===== src/rtl/mau_reliable_send_state_ctrl.sv =====
// Flowstate RAM owner for the reliable-send action unit: clear sweep, write-back/cfg arbitration, cfg reads.
// Optional statistics counters are built when RELI_STATE_STATS_EN is defined.
module mau_reliable_send_state_ctrl #(
    parameter int FLOWSTATE_WIDTH = 32,
    parameter int ADDR_WIDTH      = 10,
    parameter logic [FLOWSTATE_WIDTH-1:0] INIT_VALUE = '0
) (
    input  logic                       clk,
    input  logic                       rst,
    input  logic                       reliable_enable,
    input  logic                       wb_valid,
    input  logic [ADDR_WIDTH-1:0]      wb_addr,
    input  logic [FLOWSTATE_WIDTH-1:0] wb_data,
    input  logic                       cfg_valid,
    output logic                       cfg_ready,
    input  logic                       cfg_write,
    input  logic                       cfg_flush,
    input  logic [ADDR_WIDTH-1:0]      cfg_addr,
    input  logic [FLOWSTATE_WIDTH-1:0] cfg_wdata,
    output logic [FLOWSTATE_WIDTH-1:0] cfg_rdata,
    output logic                       cfg_rvalid,
    output logic                       dp_stall,
    output logic                       ram_we,
    output logic [ADDR_WIDTH-1:0]      ram_waddr,
    output logic [FLOWSTATE_WIDTH-1:0] ram_wdata,
    output logic                       ram_re,
    output logic [ADDR_WIDTH-1:0]      ram_raddr,
    input  logic [FLOWSTATE_WIDTH-1:0] ram_rdata,
    output logic [31:0]                stat_wb_cnt,
    output logic [31:0]                stat_cfg_wr_cnt,
    output logic [31:0]                stat_drop_cnt
);
    localparam int DEPTH = 2**ADDR_WIDTH;
    localparam logic [ADDR_WIDTH:0] LAST_IDX = (ADDR_WIDTH+1)'(DEPTH-1);

    typedef enum logic [1:0] {ST_INIT, ST_RUN, ST_CFG_RD, ST_FLUSH} state_t;

    state_t                     state_reg;
    logic [ADDR_WIDTH:0]        sweep_cnt_reg;
    logic                       enable_reg;
    logic                       flush_pend_reg;
    logic                       rd_phase_reg;
    logic                       fwd_hit_reg;
    logic [FLOWSTATE_WIDTH-1:0] fwd_data_reg;
    logic                       ram_we_reg;
    logic [ADDR_WIDTH-1:0]      ram_waddr_reg;
    logic [FLOWSTATE_WIDTH-1:0] ram_wdata_reg;
    logic                       ram_re_reg;
    logic [ADDR_WIDTH-1:0]      ram_raddr_reg;
    logic [FLOWSTATE_WIDTH-1:0] cfg_rdata_reg;
    logic                       cfg_rvalid_reg;
    logic                       dp_stall_reg;

    logic sweeping;
    logic flush_trig;
    logic cfg_accept;
    logic wr_hit;

    assign sweeping   = (state_reg == ST_INIT) || (state_reg == ST_FLUSH);
    assign flush_trig = cfg_flush | (enable_reg & ~reliable_enable);
    assign cfg_ready  = ~rst & (state_reg == ST_RUN) & ~wb_valid & ~flush_trig;
    assign cfg_accept = cfg_valid & cfg_ready;
    // A write visible on the RAM port this cycle to the address being read must win over ram_rdata.
    assign wr_hit     = ram_we_reg && (ram_waddr_reg == ram_raddr_reg);

    always_ff @(posedge clk) begin
        if (rst) begin
            state_reg      <= ST_INIT;
            sweep_cnt_reg  <= '0;
            enable_reg     <= 1'b0;
            flush_pend_reg <= 1'b0;
            rd_phase_reg   <= 1'b0;
            fwd_hit_reg    <= 1'b0;
            fwd_data_reg   <= '0;
            ram_we_reg     <= 1'b0;
            ram_waddr_reg  <= '0;
            ram_wdata_reg  <= '0;
            ram_re_reg     <= 1'b0;
            ram_raddr_reg  <= '0;
            cfg_rdata_reg  <= '0;
            cfg_rvalid_reg <= 1'b0;
            dp_stall_reg   <= 1'b1;
        end else begin
            enable_reg     <= reliable_enable;
            ram_we_reg     <= 1'b0;
            ram_re_reg     <= 1'b0;
            cfg_rvalid_reg <= 1'b0;
            dp_stall_reg   <= sweeping;
            if (sweeping) begin
                ram_we_reg    <= 1'b1;
                ram_waddr_reg <= sweep_cnt_reg[ADDR_WIDTH-1:0];
                ram_wdata_reg <= INIT_VALUE;
                if (sweep_cnt_reg == LAST_IDX) begin
                    state_reg     <= ST_RUN;
                    sweep_cnt_reg <= '0;
                end else begin
                    sweep_cnt_reg <= sweep_cnt_reg + (ADDR_WIDTH+1)'(1);
                end
            end else begin
                if (wb_valid) begin
                    ram_we_reg    <= 1'b1;
                    ram_waddr_reg <= wb_addr;
                    ram_wdata_reg <= wb_data;
                end else if (cfg_accept && cfg_write) begin
                    ram_we_reg    <= 1'b1;
                    ram_waddr_reg <= cfg_addr;
                    ram_wdata_reg <= cfg_wdata;
                end
                case (state_reg)
                    ST_RUN: begin
                        if (flush_trig) begin
                            state_reg <= ST_FLUSH;
                        end else if (cfg_accept && !cfg_write) begin
                            ram_re_reg    <= 1'b1;
                            ram_raddr_reg <= cfg_addr;
                            rd_phase_reg  <= 1'b0;
                            fwd_hit_reg   <= 1'b0;
                            state_reg     <= ST_CFG_RD;
                        end
                    end
                    ST_CFG_RD: begin
                        if (!rd_phase_reg) begin
                            rd_phase_reg   <= 1'b1;
                            flush_pend_reg <= flush_pend_reg | flush_trig;
                            fwd_hit_reg    <= wr_hit;
                            fwd_data_reg   <= ram_wdata_reg;
                        end else begin
                            cfg_rvalid_reg <= 1'b1;
                            if (wr_hit)
                                cfg_rdata_reg <= ram_wdata_reg;
                            else if (fwd_hit_reg)
                                cfg_rdata_reg <= fwd_data_reg;
                            else
                                cfg_rdata_reg <= ram_rdata;
                            state_reg      <= (flush_pend_reg | flush_trig) ? ST_FLUSH : ST_RUN;
                            flush_pend_reg <= 1'b0;
                        end
                    end
                    default: ;
                endcase
            end
        end
    end

    assign ram_we     = ram_we_reg;
    assign ram_waddr  = ram_waddr_reg;
    assign ram_wdata  = ram_wdata_reg;
    assign ram_re     = ram_re_reg;
    assign ram_raddr  = ram_raddr_reg;
    assign cfg_rdata  = cfg_rdata_reg;
    assign cfg_rvalid = cfg_rvalid_reg;
    assign dp_stall   = dp_stall_reg;

`ifdef RELI_STATE_STATS_EN
    logic [31:0] stat_wb_cnt_reg;
    logic [31:0] stat_cfg_wr_cnt_reg;
    logic [31:0] stat_drop_cnt_reg;

    // Saturating counters; only rst clears them, a flush leaves them alone.
    always_ff @(posedge clk) begin
        if (rst) begin
            stat_wb_cnt_reg     <= '0;
            stat_cfg_wr_cnt_reg <= '0;
            stat_drop_cnt_reg   <= '0;
        end else begin
            if (wb_valid && !sweeping && stat_wb_cnt_reg != 32'hFFFF_FFFF)
                stat_wb_cnt_reg <= stat_wb_cnt_reg + 32'd1;
            if (cfg_accept && cfg_write && stat_cfg_wr_cnt_reg != 32'hFFFF_FFFF)
                stat_cfg_wr_cnt_reg <= stat_cfg_wr_cnt_reg + 32'd1;
            if (wb_valid && sweeping && stat_drop_cnt_reg != 32'hFFFF_FFFF)
                stat_drop_cnt_reg <= stat_drop_cnt_reg + 32'd1;
        end
    end

    assign stat_wb_cnt     = stat_wb_cnt_reg;
    assign stat_cfg_wr_cnt = stat_cfg_wr_cnt_reg;
    assign stat_drop_cnt   = stat_drop_cnt_reg;
`else
    assign stat_wb_cnt     = 32'd0;
    assign stat_cfg_wr_cnt = 32'd0;
    assign stat_drop_cnt   = 32'd0;
`endif

endmodule

===== config.mk =====
export PLATFORM = sky130hd
export DESIGN_NAME = mau_reliable_send_state_ctrl
export DESIGN_NICKNAME = d
export VERILOG_FILES = /design/src/rtl/mau_reliable_send_state_ctrl.sv
export SDC_FILE = /design/constraint.sdc
export NUM_CORES = 1
export LEC_CHECK = 0
export BUFFER_PORTS_ARGS = -buffer_cell sky130_fd_sc_hd__buf_2
export CORE_ASPECT_RATIO = 1.4
export CORE_MARGIN = 2
export CORE_UTILIZATION = 44
export CTS_CLUSTER_SIZE = 12
export DETAILED_ROUTE_END_ITERATION = 7
export GPL_TIMING_DRIVEN = 0
export PLACE_DENSITY = 0.76
export SLEW_MARGIN = 20
export SYNTH_ARGS = -nofsm -noshare
export SYNTH_HDL_FRONTEND = slang
export SYNTH_SLANG_ARGS = --single-unit

===== constraint.sdc =====
create_clock -name clk -period 2 [get_ports clk]
set_clock_uncertainty 0.2 [all_clocks]
set_input_delay 0.1 -clock clk [delete_from_list [all_inputs] [get_ports clk]]
set_output_delay 0.1 -clock clk [all_outputs]
set_load 0.01 [all_outputs]

==> results_dict.tcl <==
set metrics [dict create \
    die_h_um 155 \
    p_total_mw 9.32 \
    clock_sinks 137 \
    fin_cells 1483 \
    grt_max_degree 17 \
    path_clk_slew_ns 0.06 \
    yosysSeqAreaShare 0.384 \
    numCtsBuffers 17 \
    cp.required_ns 2.09 \
    start_kind "flop" \
    h-tree-depth 4 \
    routed-via-count 7634 \
    drt-pass1-iter-count 5 \
    worst_slew_pin_slew_ns 0.612 \
    end_kind "flop" \
    start_util 0.446 \
    utilization 0.686 \
    hold_class "input pin to flop" \
    period_needed_ns 1.99 \
    synthCells 823 \
    yosys-top-cells-count "137 x dfxtp_1, 114 x nand2_1, 102 x buf_4, 55 x nor2_1, 52 x mux2i_1" \
    max_stage_delay_ns 0.38 \
    rsz0062_at_grt "true" \
    yosys_warnings 0 \
    cts_tree "built" \
    area.growth.synth_to_final_pct 53.9 \
    placed_area_mm2 0.00882 \
    grt_pass1_vias 7545 \
    irDropWorstVdd_mv 0.639 \
    syn_area_mm2 0.00715 \
    die_w_um 112 \
    wire_per_inst_um 17.1 \
    antenna_found_initial 0 \
    overflow 0 \
    syn_area_per_cell_um2 8.69 \
    multiInputGateArea_mm2 0.00389 \
    synthDistinctLibCells 42 \
    die_area_mm2 0.0173 \
    hold_viol_final 0 \
    finalSetupViolCount 0 \
    totalWireLength_mm 25.3 \
    synth_most_common_cell "dfxtp_1" \
    path_class "flop to flop" \
    setup_tns_ns 0 \
    maxCapViolations 0 \
    fmax_mhz 502 \
    drt_iter0_drc 558 \
    yosysTopAreaCell "dfxtp_1" \
    antenna_cells_inserted 0 \
    critPathTopFamily "simple AND/OR/NAND/NOR gates" \
    nNetsFinal 1398 \
    drc 0 \
    min_period_over_period 0.995 \
    grt_pass1_wl_mm 38.7 \
    setup_ws_ns 0.00961 \
    fp-row-count 55 \
    yosys.area.top_type_share 0.384 \
    ant_nets 0 \
    crit_slowest_cell "dfxtp_1" \
    via_per_inst 5.15 \
    synth_edf_count 0 \
    core_area_mm2 0.0160 \
    fin_area_mm2 0.0110 \
    cp.buffers_inverters 1 \
    dp_slack_ns -0.331 \
    grt_usage 0.279 \
    drive_gt1_frac 0.371 \
    synth_top_flop_cell "dfxtp_1" \
    async_flop_share 0 \
    slew_viol_final 0 \
    n_fill_cell 1273 \
    hold_ws_ns 0.0196 \
    leakage_nw 5.12 \
    port_buffers 209 \
    dp_cells 1326 \
    seq_area_mm2 0.00275 \
    power.density_mw_per_mm2 848 \
    ys_seq_elements 137 \
    slew_headroom 0.592 \
    pin_count 308 \
    gp_congestion 0.883 \
    clkLatencyLatePin_ns 0.42 \
    dp_hpwl_mm 17.2 \
    cts_root_buffer "clkbuf_16" \
    cts_buffer_depth 2 \
    cp_max_fo 10 \
    synthTopCellsByArea "dfxtp_1 38%, buf_4 11%, mux2i_1 7.3%" \
    status "complete, no violations" \
    crit_chain "xnor2_1 > nand3_1 > clkbuf_1 > nor4_1 > o31ai_1" \
    worstPathArrival_ns 2.08 \
]
==> per-layer routing <==
metal,GRT usage,wire length (um),share of wire
met5,0,0,0
met3,0.0701,1910,0.075
met4,0.137,975,0.039
met1,0.299,9460,0.37
met2,0.507,13000,0.51
==> worst reg2reg max path: stages, from the launching register on <==
cell and delay [ns]:
dfxtp_1 0.38, xnor2_1 0.16, nand3_1 0.30, clkbuf_1 0.35
nor4_1 0.34, o31ai_1 0.13
==> layout make-up <==
type                    count  area share
plain buffers             160       0.102
clock buffers              19      0.0393
clock inverters            13      0.0174
inverters                   7     0.00318
multi-input cells         610       0.354
flip-flops and latches    137       0.250
well taps                 199      0.0226
repair buffers            338       0.212
==> where the power goes <==
part	switching, mW	leakage (nW)	internal, mW
clock	1.25	0.295	2.10
combinational	1.66	3.72	1.25
sequential	0.185	1.11	2.88
==> path summary, 6_finish.rpt <==
| kind | startpoint | slack (ns) | end | depth (start not counted) |
|---|---|---|---|---|
| min reg2reg | cfg_rdata[31] | 0.25 | cfg_rdata[31] | 2 |
| max reg2reg | ram_waddr[9] | 0.01 | cfg_rdata[26] | 5 |
| max | ram_waddr[9] | 0.01 | cfg_rdata[26] | 5 |
| min | wb_valid | 0.02 | ram_re | 4 |
==> placed cells by master, fill, tap and decap left out, types with 13 or more instances in the layout <==
cell type / synthesis / layout
clkbuf_16: 0 / 17
o31ai_1: 32 / 32
a21oi_1: 37 / 37
a211oi_1: 33 / 20
dfxtp_1: 137 / 133
a31oi_1: 34 / 33
nor4_1: 32 / 30
conb_1: 1 / 96
dlygate4sd3_1: 0 / 119
a211oi_2: 0 / 13
buf_4: 102 / 114
nand2_1: 114 / 113
buf_2: 25 / 226
clkbuf_1: 36 / 15
mux2i_1: 52 / 52
mux2_2: 45 / 44
nor2_1: 55 / 54
==> cell families (layout without fill, tap and decap cells) <==
group / after synthesis / in the layout / synth area share
AO/OA/AOI/OAI: 159 / 159 / 0.147
other: 1 / 96 / 0.000525
buffers and inverters: 171 / 537 / 0.148
XOR/XNOR: 16 / 16 / 0.0196
multiplexers: 97 / 97 / 0.144
adder cells (fa/ha/maj): 4 / 4 / 0.00700
AND/OR/NAND/NOR: 238 / 238 / 0.150
flip-flops: 137 / 137 / 0.384
==> repair_timing <==
action / in CTS / in global routing
pin swaps: 4 / 7
hold buffers: 119 / 0
setup endpoints to repair: 113 / 112
gates resized for setup: 45 / 63
buffers inserted: 7 / 3
endpoints found under the hold margin: 91 / 0
(Power assumes the default switching activity.)
